## src/rtl/inst_fetch_queue_pkg.sv

```systemverilog
// rtl/inst_fetch_queue_pkg.sv - shared constants for the instruction fetch queue
package inst_fetch_queue_pkg;

  localparam int                  IFQ_XLEN     = 32;
  localparam int                  IFQ_DEPTH    = 4;
  localparam logic [IFQ_XLEN-1:0] INST_NOP     = 32'h0000_0013;
  localparam logic [IFQ_XLEN-1:0] IFQ_RESET_PC = 32'h0000_0000;

  // Occupancy counters need one bit more than the pointers to tell full from empty.
  function automatic int ifq_cnt_w(input int depth);
    return $clog2(depth) + 1;
  endfunction

endpackage

```

## src/rtl/inst_fetch_queue_if.sv

```systemverilog
// rtl/inst_fetch_queue_if.sv - redirect, memory and ID handshake bundle of the fetch queue
interface inst_fetch_queue_if
  import inst_fetch_queue_pkg::*;
#(
  parameter int XLEN = IFQ_XLEN
);

  logic            flush_i;
  logic [XLEN-1:0] flush_addr_i;
  logic            req_valid_o;
  logic [XLEN-1:0] req_addr_o;
  logic            req_ready_i;
  logic            rsp_valid_i;
  logic [XLEN-1:0] rsp_inst_i;
  logic            inst_valid_o;
  logic [XLEN-1:0] inst_o;
  logic [XLEN-1:0] inst_addr_o;
  logic            id_ready_i;
  logic            empty_o;
  logic            full_o;

  // Fetch queue side.
  modport slave (
    input  flush_i, flush_addr_i, req_ready_i, rsp_valid_i, rsp_inst_i, id_ready_i,
    output req_valid_o, req_addr_o, inst_valid_o, inst_o, inst_addr_o, empty_o, full_o
  );

  // Surrounding pipeline / memory side.
  modport master (
    output flush_i, flush_addr_i, req_ready_i, rsp_valid_i, rsp_inst_i, id_ready_i,
    input  req_valid_o, req_addr_o, inst_valid_o, inst_o, inst_addr_o, empty_o, full_o
  );

endinterface

```

## src/rtl/inst_fetch_queue_fifo.sv

```systemverilog
// rtl/inst_fetch_queue_fifo.sv - synchronous FIFO with clear, used for addresses and fetched entries
module ifq_fifo
  import inst_fetch_queue_pkg::*;
#(
  parameter int WIDTH = 32,
  parameter int DEPTH = 4
) (
  input  logic                   clk,
  input  logic                   rst_n,
  input  logic                   clear,
  input  logic                   push,
  input  logic [WIDTH-1:0]       wdata,
  input  logic                   pop,
  output logic [WIDTH-1:0]       rdata,
  output logic [$clog2(DEPTH):0] count,
  output logic                   full,
  output logic                   empty
);

  localparam int PW = $clog2(DEPTH);
  localparam int CW = ifq_cnt_w(DEPTH);

  logic [WIDTH-1:0] mem [DEPTH];
  logic [PW-1:0]    wr_ptr;
  logic [PW-1:0]    rd_ptr;
  logic             do_push;
  logic             do_pop;

  // A full FIFO still accepts a push when the head leaves in the same cycle.
  assign do_pop  = pop && !empty;
  assign do_push = push && (!full || do_pop);
  assign rdata   = mem[rd_ptr];
  assign full    = (count == CW'(DEPTH));
  assign empty   = (count == '0);

  // Pointer and occupancy bookkeeping; clear wins over push/pop.
  always_ff @(posedge clk or negedge rst_n) begin
    if (!rst_n) begin
      wr_ptr <= '0;
      rd_ptr <= '0;
      count  <= '0;
    end else if (clear) begin
      wr_ptr <= '0;
      rd_ptr <= '0;
      count  <= '0;
    end else begin
      if (do_push) wr_ptr <= wr_ptr + PW'(1);
      if (do_pop)  rd_ptr <= rd_ptr + PW'(1);
      case ({do_push, do_pop})
        2'b10:   count <= count + CW'(1);
        2'b01:   count <= count - CW'(1);
        default: count <= count;
      endcase
    end
  end

  // Storage array, no reset needed since count gates visibility.
  always_ff @(posedge clk) begin
    if (do_push && !clear) mem[wr_ptr] <= wdata;
  end

endmodule

```

## src/rtl/inst_fetch_queue.sv

```systemverilog
// rtl/inst_fetch_queue.sv - prefetching fetch stage; IFQ_BYPASS_EN adds memory-to-ID bypass
module inst_fetch_queue
  import inst_fetch_queue_pkg::*;
#(
  parameter int              XLEN     = IFQ_XLEN,
  parameter int              DEPTH    = IFQ_DEPTH,
  parameter logic [XLEN-1:0] RESET_PC = IFQ_RESET_PC,
  parameter logic [XLEN-1:0] NOP_INST = INST_NOP
) (
  input logic                clk,
  input logic                rst_n,
  inst_fetch_queue_if.slave  bus
);

  localparam int CW = ifq_cnt_w(DEPTH);
  localparam int SW = CW + 2;

  logic [XLEN-1:0]   fetch_pc;
  logic [CW-1:0]     outstanding;
  logic [CW-1:0]     discard;
  logic [CW-1:0]     q_count;
  logic [CW-1:0]     a_count;
  logic [SW-1:0]     inflight;
  logic [2*XLEN-1:0] q_rdata;
  logic [XLEN-1:0]   a_rdata;
  logic              q_full, q_empty, a_full, a_empty;
  logic              req_fire, rsp_keep, rsp_drop;
  logic              q_push, q_pop;
  logic              bypass_valid, bypass_take;

  // Everything already queued, in flight or still to be dropped counts against capacity.
  assign inflight        = SW'(q_count) + SW'(outstanding) + SW'(discard);
  assign bus.req_valid_o = rst_n && !bus.flush_i && (inflight < SW'(DEPTH));
  assign bus.req_addr_o  = fetch_pc;
  assign req_fire        = bus.req_valid_o && bus.req_ready_i;

  assign rsp_drop = bus.rsp_valid_i && (discard != '0);
  assign rsp_keep = bus.rsp_valid_i && (discard == '0);

`ifdef IFQ_BYPASS_EN
  assign bypass_valid = q_empty && rsp_keep;
`else
  assign bypass_valid = 1'b0;
`endif
  assign bypass_take = bypass_valid && bus.id_ready_i;

  assign q_push = rsp_keep && !bypass_take;
  assign q_pop  = !q_empty && bus.id_ready_i;

  ifq_fifo #(.WIDTH(XLEN), .DEPTH(DEPTH)) u_addr_fifo (
    .clk   (clk),
    .rst_n (rst_n),
    .clear (bus.flush_i),
    .push  (req_fire),
    .wdata (fetch_pc),
    .pop   (rsp_keep),
    .rdata (a_rdata),
    .count (a_count),
    .full  (a_full),
    .empty (a_empty)
  );

  ifq_fifo #(.WIDTH(2*XLEN), .DEPTH(DEPTH)) u_inst_fifo (
    .clk   (clk),
    .rst_n (rst_n),
    .clear (bus.flush_i),
    .push  (q_push),
    .wdata ({a_rdata, bus.rsp_inst_i}),
    .pop   (q_pop),
    .rdata (q_rdata),
    .count (q_count),
    .full  (q_full),
    .empty (q_empty)
  );

  assign bus.empty_o = q_empty;
  assign bus.full_o  = q_full;

  // Head presentation: queued entry first, else the bypassed response, else a NOP.
  always_comb begin
    bus.inst_valid_o = 1'b0;
    bus.inst_o       = NOP_INST;
    bus.inst_addr_o  = '0;
    if (!q_empty) begin
      bus.inst_valid_o = 1'b1;
      bus.inst_addr_o  = q_rdata[2*XLEN-1:XLEN];
      bus.inst_o       = q_rdata[XLEN-1:0];
    end else if (bypass_valid) begin
      bus.inst_valid_o = 1'b1;
      bus.inst_addr_o  = a_rdata;
      bus.inst_o       = bus.rsp_inst_i;
    end
  end

  // Fetch PC and in-flight accounting; a redirect turns every pending response into a drop.
  always_ff @(posedge clk or negedge rst_n) begin
    if (!rst_n) begin
      fetch_pc    <= RESET_PC;
      outstanding <= '0;
      discard     <= '0;
    end else if (bus.flush_i) begin
      fetch_pc    <= bus.flush_addr_i;
      outstanding <= '0;
      discard     <= discard + outstanding - CW'(bus.rsp_valid_i);
    end else begin
      if (req_fire) fetch_pc <= fetch_pc + XLEN'(4);
      outstanding <= outstanding + CW'(req_fire) - CW'(rsp_keep);
      if (rsp_drop) discard <= discard - CW'(1);
    end
  end

  a_no_overflow: assert property (@(posedge clk) disable iff (!rst_n)
    !(q_push && q_full && !q_pop));
  a_rsp_has_addr: assert property (@(posedge clk) disable iff (!rst_n)
    !(rsp_keep && a_empty));
  a_addr_room: assert property (@(posedge clk) disable iff (!rst_n)
    !(req_fire && a_full));
  a_addr_tracks: assert property (@(posedge clk) disable iff (!rst_n)
    (a_count == outstanding));

endmodule

```

## src/flat_wrapper.sv

```systemverilog
// flat-port wrapper written by rule: the top's interface ports become plain ports
module inst_fetch_queue_flat import inst_fetch_queue_pkg::*;
#(
  parameter int              XLEN     = IFQ_XLEN,
  parameter int              DEPTH    = IFQ_DEPTH,
  parameter logic [XLEN-1:0] RESET_PC = IFQ_RESET_PC,
  parameter logic [XLEN-1:0] NOP_INST = INST_NOP
)
  (clk, rst_n, bus_flush_i, bus_flush_addr_i, bus_req_ready_i, bus_rsp_valid_i, bus_rsp_inst_i, bus_id_ready_i, bus_req_valid_o, bus_req_addr_o, bus_inst_valid_o, bus_inst_o, bus_inst_addr_o, bus_empty_o, bus_full_o);
  inst_fetch_queue_if #(.XLEN(XLEN)) bus_i ();
  input logic clk;
  input logic rst_n;
  input wire logic [$bits(bus_i.flush_i)-1:0] bus_flush_i;
  input wire logic [$bits(bus_i.flush_addr_i)-1:0] bus_flush_addr_i;
  input wire logic [$bits(bus_i.req_ready_i)-1:0] bus_req_ready_i;
  input wire logic [$bits(bus_i.rsp_valid_i)-1:0] bus_rsp_valid_i;
  input wire logic [$bits(bus_i.rsp_inst_i)-1:0] bus_rsp_inst_i;
  input wire logic [$bits(bus_i.id_ready_i)-1:0] bus_id_ready_i;
  output wire logic [$bits(bus_i.req_valid_o)-1:0] bus_req_valid_o;
  output wire logic [$bits(bus_i.req_addr_o)-1:0] bus_req_addr_o;
  output wire logic [$bits(bus_i.inst_valid_o)-1:0] bus_inst_valid_o;
  output wire logic [$bits(bus_i.inst_o)-1:0] bus_inst_o;
  output wire logic [$bits(bus_i.inst_addr_o)-1:0] bus_inst_addr_o;
  output wire logic [$bits(bus_i.empty_o)-1:0] bus_empty_o;
  output wire logic [$bits(bus_i.full_o)-1:0] bus_full_o;
  assign bus_i.flush_i = bus_flush_i;
  assign bus_i.flush_addr_i = bus_flush_addr_i;
  assign bus_i.req_ready_i = bus_req_ready_i;
  assign bus_i.rsp_valid_i = bus_rsp_valid_i;
  assign bus_i.rsp_inst_i = bus_rsp_inst_i;
  assign bus_i.id_ready_i = bus_id_ready_i;
  assign bus_req_valid_o = bus_i.req_valid_o;
  assign bus_req_addr_o = bus_i.req_addr_o;
  assign bus_inst_valid_o = bus_i.inst_valid_o;
  assign bus_inst_o = bus_i.inst_o;
  assign bus_inst_addr_o = bus_i.inst_addr_o;
  assign bus_empty_o = bus_i.empty_o;
  assign bus_full_o = bus_i.full_o;
  inst_fetch_queue #(.XLEN(XLEN), .DEPTH(DEPTH), .RESET_PC(RESET_PC), .NOP_INST(NOP_INST)) u_core (.clk(clk), .rst_n(rst_n), .bus(bus_i));
endmodule
```

## config.mk

```make
export PLATFORM = sky130hd
export DESIGN_NAME = inst_fetch_queue_flat
export DESIGN_NICKNAME = d
export VERILOG_FILES = /design/src/rtl/inst_fetch_queue_pkg.sv /design/src/rtl/inst_fetch_queue_if.sv /design/src/rtl/inst_fetch_queue_fifo.sv /design/src/rtl/inst_fetch_queue.sv /design/src/flat_wrapper.sv
export SDC_FILE = /design/constraint.sdc
export NUM_CORES = 1
export LEC_CHECK = 0
export ABC_AREA = 0
export BUFFER_PORTS_ARGS = -buffer_cell sky130_fd_sc_hd__buf_2
export CORE_MARGIN = 10
export CORE_UTILIZATION = 35
export DETAILED_ROUTE_END_ITERATION = 10
export PLACE_DENSITY = 0.63
export SYNTH_ARGS = -nofsm -noshare
export SYNTH_HDL_FRONTEND = slang
export SYNTH_SLANG_ARGS = --single-unit
```

## constraint.sdc

```tcl
create_clock -name clk -period 6.73 [get_ports clk]
set_clock_uncertainty 0.1 [all_clocks]
set_input_delay 2.019 -clock clk [delete_from_list [all_inputs] [get_ports clk]]
set_output_delay 2.019 -clock clk [all_outputs]
set_load 0.01 [all_outputs]
```

Word level (Yosys, flattened, before mapping)
Memories as Yosys holds them, arrays and structs flattened.
Cells that the tools add are included.
Widths: inputs -> output; s select.
{"block": "word_totals", "in_bits": 70, "ram_bits": 384, "latchBits": 0, "romBits": 0, "wordCells": 89, "memories": 2, "output_inout_bits": 100, "register_bits": 52}
{"memory": "u_core.u_inst_fifo.mem", "depth": 4, "word_bits": 64, "read_ports": 1, "rd_ports_with_merged_regs": 0, "wr": 1, "line_no": "inst_fetch_queue_fifo.sv:23", "rtl": "logic [WIDTH-1:0] mem [DEPTH];"}
{"memory": "u_core.u_addr_fifo.mem", "depth": 4, "word_bits": 32, "read_ports": 1, "rd_ports_with_merged_regs": 0, "wr": 1, "line_no": "inst_fetch_queue_fifo.sv:23"}
{"block": "classes", "n_reduce_logical": 31, "n_bitwise": 0, "n_lt_le_gt_ge": 1, "shifts": 0, "div": 0, "multipliers": 0, "n_eq_ne": 6, "n_addsub": 16, "n_mux": 24}
{"operator": "$mux 32", "count": 4}
{"operator": "$add 32x3->32 const B", "count": 1}
{"operator": "$mux 2", "count": 8}
{"operator": "$mux 3", "count": 5}
{"operator": "$logic_and 1x1->1", "count": 12}
{"operator": "$pmux 3 s2", "count": 2}
{"operator": "$reduce_bool 2->1", "count": 6}
{"operator": "$logic_not 3->1", "count": 3}
{"operator": "$reduce_bool 3->1", "count": 3}
{"operator": "$sub 3x1->3 const B", "count": 3}
{"operator": "$add 2x1->2 const B", "count": 4}
{"operator": "$add 3x1->3 const B", "count": 2}
{"operator": "$eq 3x3->1 const B", "count": 2}
{"operator": "$sub 3x1->3", "count": 2}
{"operator": "$add 5x3->5", "count": 1}
{"operator": "$logic_not 1->1", "count": 5}
{"operator": "$lt 5x3->1 const B", "count": 1}
{"operator": "$mux 1", "count": 5}
{"operator": "$add 3x3->4", "count": 1}
{"operator": "$eq 2x1->1 const B", "count": 2}
{"operator": "$eq 2x2->1 const B", "count": 2}
{"operator": "$add 3x1->3", "count": 1}
{"operator": "$add 3x3->3", "count": 1}
{"operator": "$logic_or 1x1->1", "count": 2}

Depth between registers and ports, before layout
Gate-level depths: netlist (run 1).
{"block": "depth", "ltp_word": 9, "mapped_depth": 16, "depth_no_buf": 14}

Modules after synthesis
Synthesis (run 1) repeated with hierarchy kept, for this count alone.
{"block": "hier_totals", "hier_cells": 984, "hier_area_um2": 18014.8}
{"module": "ifq_fifo at u_core.u_inst_fifo", "seq_area_each_um2": 7862.5, "cells_per_inst": 398, "instances": 1, "area_each_um2": 9821.9}
{"module": "ifq_fifo at u_core.u_addr_fifo", "seq_area_each_um2": 4018.9, "cells_per_inst": 232, "instances": 1, "area_each_um2": 5196.2}
{"module": "inst_fetch_queue", "seq_area_each_um2": 950.9, "cells_per_inst": 354, "instances": 1, "area_each_um2": 2996.6}

Worst setup path after synthesis (run 1)
Ideal clock, no wire load.
{"block": "synth_path", "kind": "input to output", "startpoint": "input port bus_flush_i", "endpoint": "output port bus_req_valid_o", "path_slack_ns": 1.606, "cell_stages": 2, "t_arrival_ns": 3.005, "t_required_ns": 4.611, "n_path_buf": 0, "cell_sequence": "or4b_4 > nor4_1"}
{"block": "synth_via", "elab_chain_len": 3}
{"item": "from (decl)", "line_no": "flat_wrapper.sv:13", "rtl": "input wire logic [$bits(bus_i.flush_i)-1:0] bus_flush_i;"}
{"item": "$logic_not 1->1", "line_no": "inst_fetch_queue.sv:33", "rtl": "assign bus.req_valid_o = rst_n && !bus.flush_i && (inflight < SW'(DEPTH));"}
{"item": "$logic_and 1x1->1 (2 in series)", "line_no": "inst_fetch_queue.sv:33"}
{"item": "to (decl)", "line_no": "flat_wrapper.sv:19", "rtl": "output wire logic [$bits(bus_i.req_valid_o)-1:0] bus_req_valid_o;"}
Every way passes these cells.

Worst setup path after layout (run 1)
Same ends and word-level chain as after synthesis.

==> results.yml, run 1 <==
power_and_ir_drop:
  ir_drop_mv: 0.216
  power_density_nw_per_um2: 356
  p_leak_uw: 0.00719
clock_network:
  cts_num_sinks: 436
  cts.hold.buffers_added: 0
  clockBufferDepth: 3
  postCtsSetupRepairBufs: 0
  cts_resized: 0
  cts_buffers: 48
  clkLatencyLatePin_ns: 0.56
  cts_root_buffer: "clkbuf_16"
  clk_pin_slew_ns: 0.06
  htreeDepth: 2
  cts_tree: "done"
logic_synthesis:
  synth_top_family_by_area: "multiplexers"
  post-synth-top-area-cell: "edfxtp_1"
  ys_types: 53
  synth_compound_area_share_pct: 3.27
  synth_nets: 1056
  synth_seq_cells: 436
  synthArstFlopShare_pct: 11.9
  synthTopCellsByArea: "edfxtp_1, mux4_2, dfrtp_1"
  synth_edf_count: 384
  synth_xor_area_share_pct: 0.891
  synth_adder_area_share_pct: 2.05
  synthFlopType: "edfxtp_1"
  synth_top_area_share_pct: 65.2
  synthSimpleGateAreaFrac_pct: 6.83
  ys_seq_area_share_pct: 72.5
  ys.warnings.count: 0
  syn_inst: 960
  avgSynthCellArea_um2: 18.4
  synth_mux_area_share_pct: 12.7
  synth_area_um2: 17700
drt:
  wl_met2_um: 19000
  dr_wl_met3_um: 2520
  dr.first_iter.drc_count: 858
  viasPerCell: 5.04
  antenna_left: 0
  wl_per_cell_um: 21.6
  top_layer_used: "met4"
  vias: 9417
  first_pass_iters: 5
  wl_met1_um: 18200
  wirelength_um: 40400
  remaining_drc_errors: 0
finish:
  nets: 1255
  drive_gt1_share_pct: 32.2
  fin_cells: 1870
  area_delta_synth_final_pct: 18.3
die:
  core_um2: 50100
  die_area_um2: 59900
  die_w_um: 245
  chipHeight_um: 245
  rows: 82
  io_pins: 170
  initial_core_util_pct: 35.3
timing:
  worst_pin_slew_ns: 1.02
  setup_violations: 0
  rsz0062_at_grt: "false"
  finalCriticalPeriod_ns: 5.41
  final-hold-violation-count: 0
  finalCritPeriodShare_pct: 80.4
  fin_setup_tns_ns: 0
  slew_violations: 0
  fmax_ghz: 0.185
  maxSlewHeadroom_pct: 32.1
placed_design:
  dp_cells: 1781
  portBuffers: 169
  place_congestion: 0.813
  post-dp-hpwl_um: 26500
global_route:
  grt_overflow: 0
  grt_pass1_vias: 9806
  antenna_found_initial: 2
  grtUsageTotal_pct: 13.4
  grt_pass1_wl_um: 61800
  grt_start_max_net_pins: 53
run:
  maxCapViolations: 0
worst_setup_path:
  endpoint_kind: "output pin"
  arrival_ns: 3.29
  start_kind: "input pin"
  worstPathRequired_ns: 4.61
  critPathMaxFanout: 3
  crit_type: "input pin to output pin"
worst_hold_path:
  hold_path_class: "register to register"
outcome:
  outcome: "complete, no violations"
metrics by stage:
step / setup WS (ns) / cell area, µm² / utilization [%] / power, µW / hold WS, ns
2_1_floorplan: 1.61 / 17700 / - / 4380 / 0.380
3_3_place_gp: 1.41 / 19400 / 38.8 / 5040 / 0.430
3_5_place_dp: 1.31 / 19400 / 38.8 / 5060 / 0.438
4_1_cts: 1.26 / 20900 / 41.8 / 7600 / 0.446
5_1_grt: 1.12 / 20900 / 41.8 / 7850 / 0.474
6_report: 1.32 / 20900 / 41.8 / 7460 / 0.443
power by group:
group / internal [µW] / switching (µW)
Sequential: 3130 / 232
Clock: 1480 / 1030
Combinational: 728 / 853
Total: 5350 / 2120
Yosys cell counts, drive strengths merged, types with 2 or more instances:
| cell | count |
|---|---|
| clkbuf | 24 |
| buf | 21 |
| nand4 | 8 |
| nor2 | 24 |
| a21oi | 12 |
| a221o | 6 |
| a31oi | 3 |
| nor3b | 2 |
| xnor2 | 11 |
| nor4b | 2 |
| nand3 | 23 |
| mux2 | 5 |
| nand3b | 2 |
| inv | 32 |
| fa | 5 |
| and2 | 70 |
| mux4 | 96 |
| or2 | 6 |
| o31a | 3 |
| edfxtp | 384 |
| o22ai | 2 |
| dfrtp | 52 |
| nor2b | 2 |
| a311oi | 2 |
| o311ai | 7 |
| a21o | 3 |
| mux2i | 3 |
| nor4 | 11 |
| nand2 | 42 |
| or4b | 2 |
| o211ai | 9 |
| and3 | 3 |
| nor3 | 11 |
| ha | 21 |
| xor2 | 7 |
| o21ai | 27 |
| a211oi | 6 |
| or3 | 5 |
cells by family after synthesis:
kind of cell / count (synthesis)
flops: 436
simple gates: 213
mux: 104
compound gates: 86
buf+inv: 77
fa+ha+maj: 26
xor+xnor: 18
metal layers:
layer,up-vias,GRT usage (%)
met5,-,0
met4,0,3.45
met3,46,3.16
met2,282,21.0
met1,4876,18.4
li1,4213,-
cell type report:
class                   count  area (µm²)
multi-input cells         447        4570
repair buffers            194        1030
diodes                      1        2.50
clock inverters            35         288
inverters                  32         120
fillers                  4509       29100
well taps                 672         841
flip-flops and latches    436       12800
clock buffers              53        1240
cell usage in the layout (no fill, tap or decap), drive strengths merged, types with 3 or more instances in the layout:
cell	netlist	final
and2	70	70
fa	5	5
or3	5	5
a21o	3	3
or2	6	6
nor3	11	11
nand2	42	42
clkbuf	24	53
nand3	23	23
inv	32	33
o311ai	7	7
nand4	8	8
nor4	11	11
a31oi	3	3
a21oi	12	12
nor2	24	24
xnor2	11	11
mux2	5	5
mux2i	3	3
o21ai	27	27
o31a	3	3
edfxtp	384	384
and3	3	3
a211oi	6	6
o211ai	9	9
mux4	96	96
a221o	6	6
buf	21	194
xor2	7	7
bufinv	0	4
clkinv	0	29
dfrtp	52	52
ha	21	21
sequential cells by signal, summed over array words and instances, names as in the netlist:
register and cells:
u_core.u_addr_fifo.rd_ptr 2, u_core.u_addr_fifo.wr_ptr 2, u_core.discard 3, u_core.u_inst_fifo.count 3, u_core.u_addr_fifo.mem 128, u_core.u_inst_fifo.mem 256
u_core.bus.req_addr_o 32, u_core.outstanding 3, u_core.u_addr_fifo.count 3, u_core.u_inst_fifo.wr_ptr 2, u_core.u_inst_fifo.rd_ptr 2
path summary, 6_finish.rpt:
path                       slack (ns)                       endpoint                   startpoint  depth (start not counted)
max                              1.32                bus_req_valid_o                  bus_flush_i                          4
min                              0.44              u_core.discard[2]            u_core.discard[2]                          1
max reg2reg                      2.17  u_core.u_addr_fifo.mem[3][14]  u_core.u_inst_fifo.count[0]                         10
min reg2reg                      0.44              u_core.discard[2]            u_core.discard[2]                          1
max in group asynchronous        4.44   u_core.u_inst_fifo.rd_ptr[1]                        rst_n                          2
min in group asynchronous        1.53       u_core.bus.req_addr_o[3]                        rst_n                          2
worst max-delay path: stages:
cell and delay (ns):
buf_2 0.11, or4b_4 0.56, nor4_1 0.38, buf_2 0.22
No activity file was read; power rests on OpenSTA's default activity.
==> inputs of run 2 (changes only) <==
ABC_AREA = 1   (was 0)
clock period = 5.3 ns   (was 6.73 ns; I/O delays follow)
==> run 2 against run 1 <==
- core utilization shrank 0.36 points
- highest routed layer unchanged
- largest power group unchanged
- synthesized cell count grew 65%
- worst hold slack gained 0.0059 ns
==> results.yml, run 2 <==
outcome:
  outcome: "complete, no violations"
logic_synthesis:
  ys_types: 39
  ys_seq_area_share_pct: 70.1
  syn_inst: 1587
  synth_top_area_share_pct: 63.0
  synth_seq_cells: 436
  synthFlopType: "edfxtp_1"
  synth_nets: 1683
  synth_edf_count: 384
  post-synth-top-area-cell: "edfxtp_1"
  ys.warnings.count: 0
  synth_commonest_cells: "edfxtp_1, nor2_1, o21ai_0, nand2_1, inv_1"
  avgSynthCellArea_um2: 11.5
  synth_area_um2: 18300
  synthArstFlopShare_pct: 11.9
  synthTopCellsByArea: "edfxtp_1, nor2_1, dfrtp_1"
  synth_most_common_cell: "edfxtp_1"
worst_setup_path:
  worstPathRequired_ns: 3.61
  reg2reg_setup_slack_ns: 1.62
  r2r-end: "u_core.u_addr_fifo.mem[3][24]"
  endpoint_kind: "output pin"
  cp_slowest_stage_delay_ns: 0.81
  crit_type: "register to output pin"
  rr_worst_depth: 12
  timing.rr.start: "u_core.u_inst_fifo.count[0]"
  start_kind: "register"
  cp_slowest_cell: "buf_4"
  crit_chain: "clkinv_2, buf_4, o21ai_0, a21oi_1, buf_2"
  arrival_ns: 2.87
  critPathMaxFanout: 128
drt:
  dr.first_iter.drc_count: 995
  remaining_drc_errors: 0
  first_pass_iters: 5
  wirelength_um: 45300
  vias: 12200
  antenna_left: 0
  viasPerCell: 4.98
  wl_per_cell_um: 18.4
placed_design:
  dp_cells: 2379
  portBuffers: 169
  place_ws_ns: 1.21
  place_congestion: 0.842
  post-dp-hpwl_um: 27800
power_and_ir_drop:
  ir_drop_mv: 0.270
  power_density_nw_per_um2: 458
  p_leak_uw: 0.00783
global_route:
  grtUsageTotal_pct: 14.2
  grt_overflow: 0
  grt_pass1_vias: 12200
  grt_pass1_wl_um: 70400
  antenna_found_initial: 0
  grt_start_max_net_pins: 129
finish:
  seqCellArea_um2: 12800
  drive_gt1_share_pct: 16.6
  num-fill-cells: 4792
  area_delta_synth_final_pct: 16.8
  final_cell_mix: "edfxtp_1, nor2_1, o21ai_0"
  layout_commonest_cell: "edfxtp_1"
  largest_register_ffs: 256
  utilization_pct: 41.5
  multi_input_area_um2: 4870
  top_register: "u_core.u_inst_fifo.mem"
  nets: 1842
  fin_cells: 2459
clock_network:
  htreeDepth: 2
  cts_buffers: 45
  cts_tree: "done"
  clk_pin_slew_ns: 0.06
  clkLatencyLatePin_ns: 0.56
  cts_num_sinks: 436
  cts.hold.buffers_added: 0
  clockBufferDepth: 3
  postCtsSetupRepairBufs: 0
  cts_root_buffer: "clkbuf_16"
  cts_resized: 0
run:
  maxCapViolations: 0
timing:
  fmax_ghz: 0.219
  slew_violations: 0
  fin_setup_tns_ns: 0
  worst_pin_slew_ns: 1.23
  rsz0062_at_grt: "false"
  final-hold-violation-count: 0
  setup_slack_ns: 0.744
  setup_violations: 0
  finalCriticalPeriod_ns: 4.56
  maxSlewHeadroom_pct: 18.3
  timing.hold.ws_ns: 0.449
  finalCritPeriodShare_pct: 86.0
die:
  core_um2: 51600
  io_pins: 170
  rows: 83
  die_area_um2: 61900
  initial_core_util_pct: 35.5
  die_w_um: 249
  chipHeight_um: 249
worst_hold_path:
  hold_path_class: "register to register"
  min_from: "u_core.u_addr_fifo.wr_ptr[0]"
  hold-path-cell-count: 1
  hold-path-endpoint: "u_core.u_addr_fifo.wr_ptr[0]"
==> run 2: cell families after synthesis <==
group | Yosys count | share of synthesized area [%]
XOR/XNOR | 25 | 1.20
flip-flops | 436 | 70.1
adder cells (fa/ha/maj) | 26 | 1.98
AND/OR/NAND/NOR | 615 | 13.6
AO/OA/AOI/OAI | 330 | 9.52
buffers and inverters | 155 | 3.60
==> run 2: worst max-delay path by stage <==
stage	end	depth (start not counted)	slack [ns]	startpoint
final	bus_inst_addr_o[9]	5	0.74	u_core.u_inst_fifo.rd_ptr[0]
after global routing	bus_inst_addr_o[9]	5	0.55	u_core.u_inst_fifo.rd_ptr[0]
after CTS	bus_inst_addr_o[9]	5	0.72	u_core.u_inst_fifo.rd_ptr[0]
after detailed placement	bus_req_valid_o	7	1.21	bus_flush_i
after global placement	bus_req_valid_o	7	1.20	bus_flush_i
after floorplan	u_core.u_inst_fifo.mem[0][0]	5	-0.15	bus_flush_i
==> run 2: per-layer routing <==
| metal | GRT usage, % | part of all wire (%) | up-vias |
|---|---|---|---|
| met5 | 0 | 0 | - |
| met4 | 3.39 | 1.7 | 0 |
| met3 | 2.84 | 5.9 | 52 |
| met2 | 23.2 | 47 | 387 |
| met1 | 18.9 | 45 | 5957 |
| li1 | - | - | 5847 |
==> run 2: stage by stage <==
| step | total power [µW] | area [µm²] |
|---|---|---|
| 2_1_floorplan | 5770 | 18300 |
| 3_3_place_gp | 6740 | 19900 |
| 3_5_place_dp | 6790 | 19900 |
| 4_1_cts | 9920 | 21400 |
| 5_1_grt | 10300 | 21400 |
| 6_report | 9790 | 21400 |
==> run 2: area by class of cell <==
cell class,instances,share of cell area [%]
Antenna cell,1,0.0117
Clock buffer,55,5.59
Clock inverter,24,1.19
Inverter,75,1.38
Multi-Input combinational cell,996,22.7
Sequential cell,436,60.0
Tap cell,680,3.98
Timing Repair Buffer,192,5.11
==> run 2: power by group <==
group          total, µW  internal (µW)  switching (µW)
clock               3120           1810            1310
sequential          4340           4080             254
combinational       2340            752            1590
total               9790           6640            3150
==> run 2: critical path, delay by kind of cell (launching register included) <==
| kind | cells | cell delay [ns] |
|---|---|---|
| buf+inv | 3 | 1.08 |
| compound gates | 2 | 0.60 |
| flops | 1 | 0.49 |
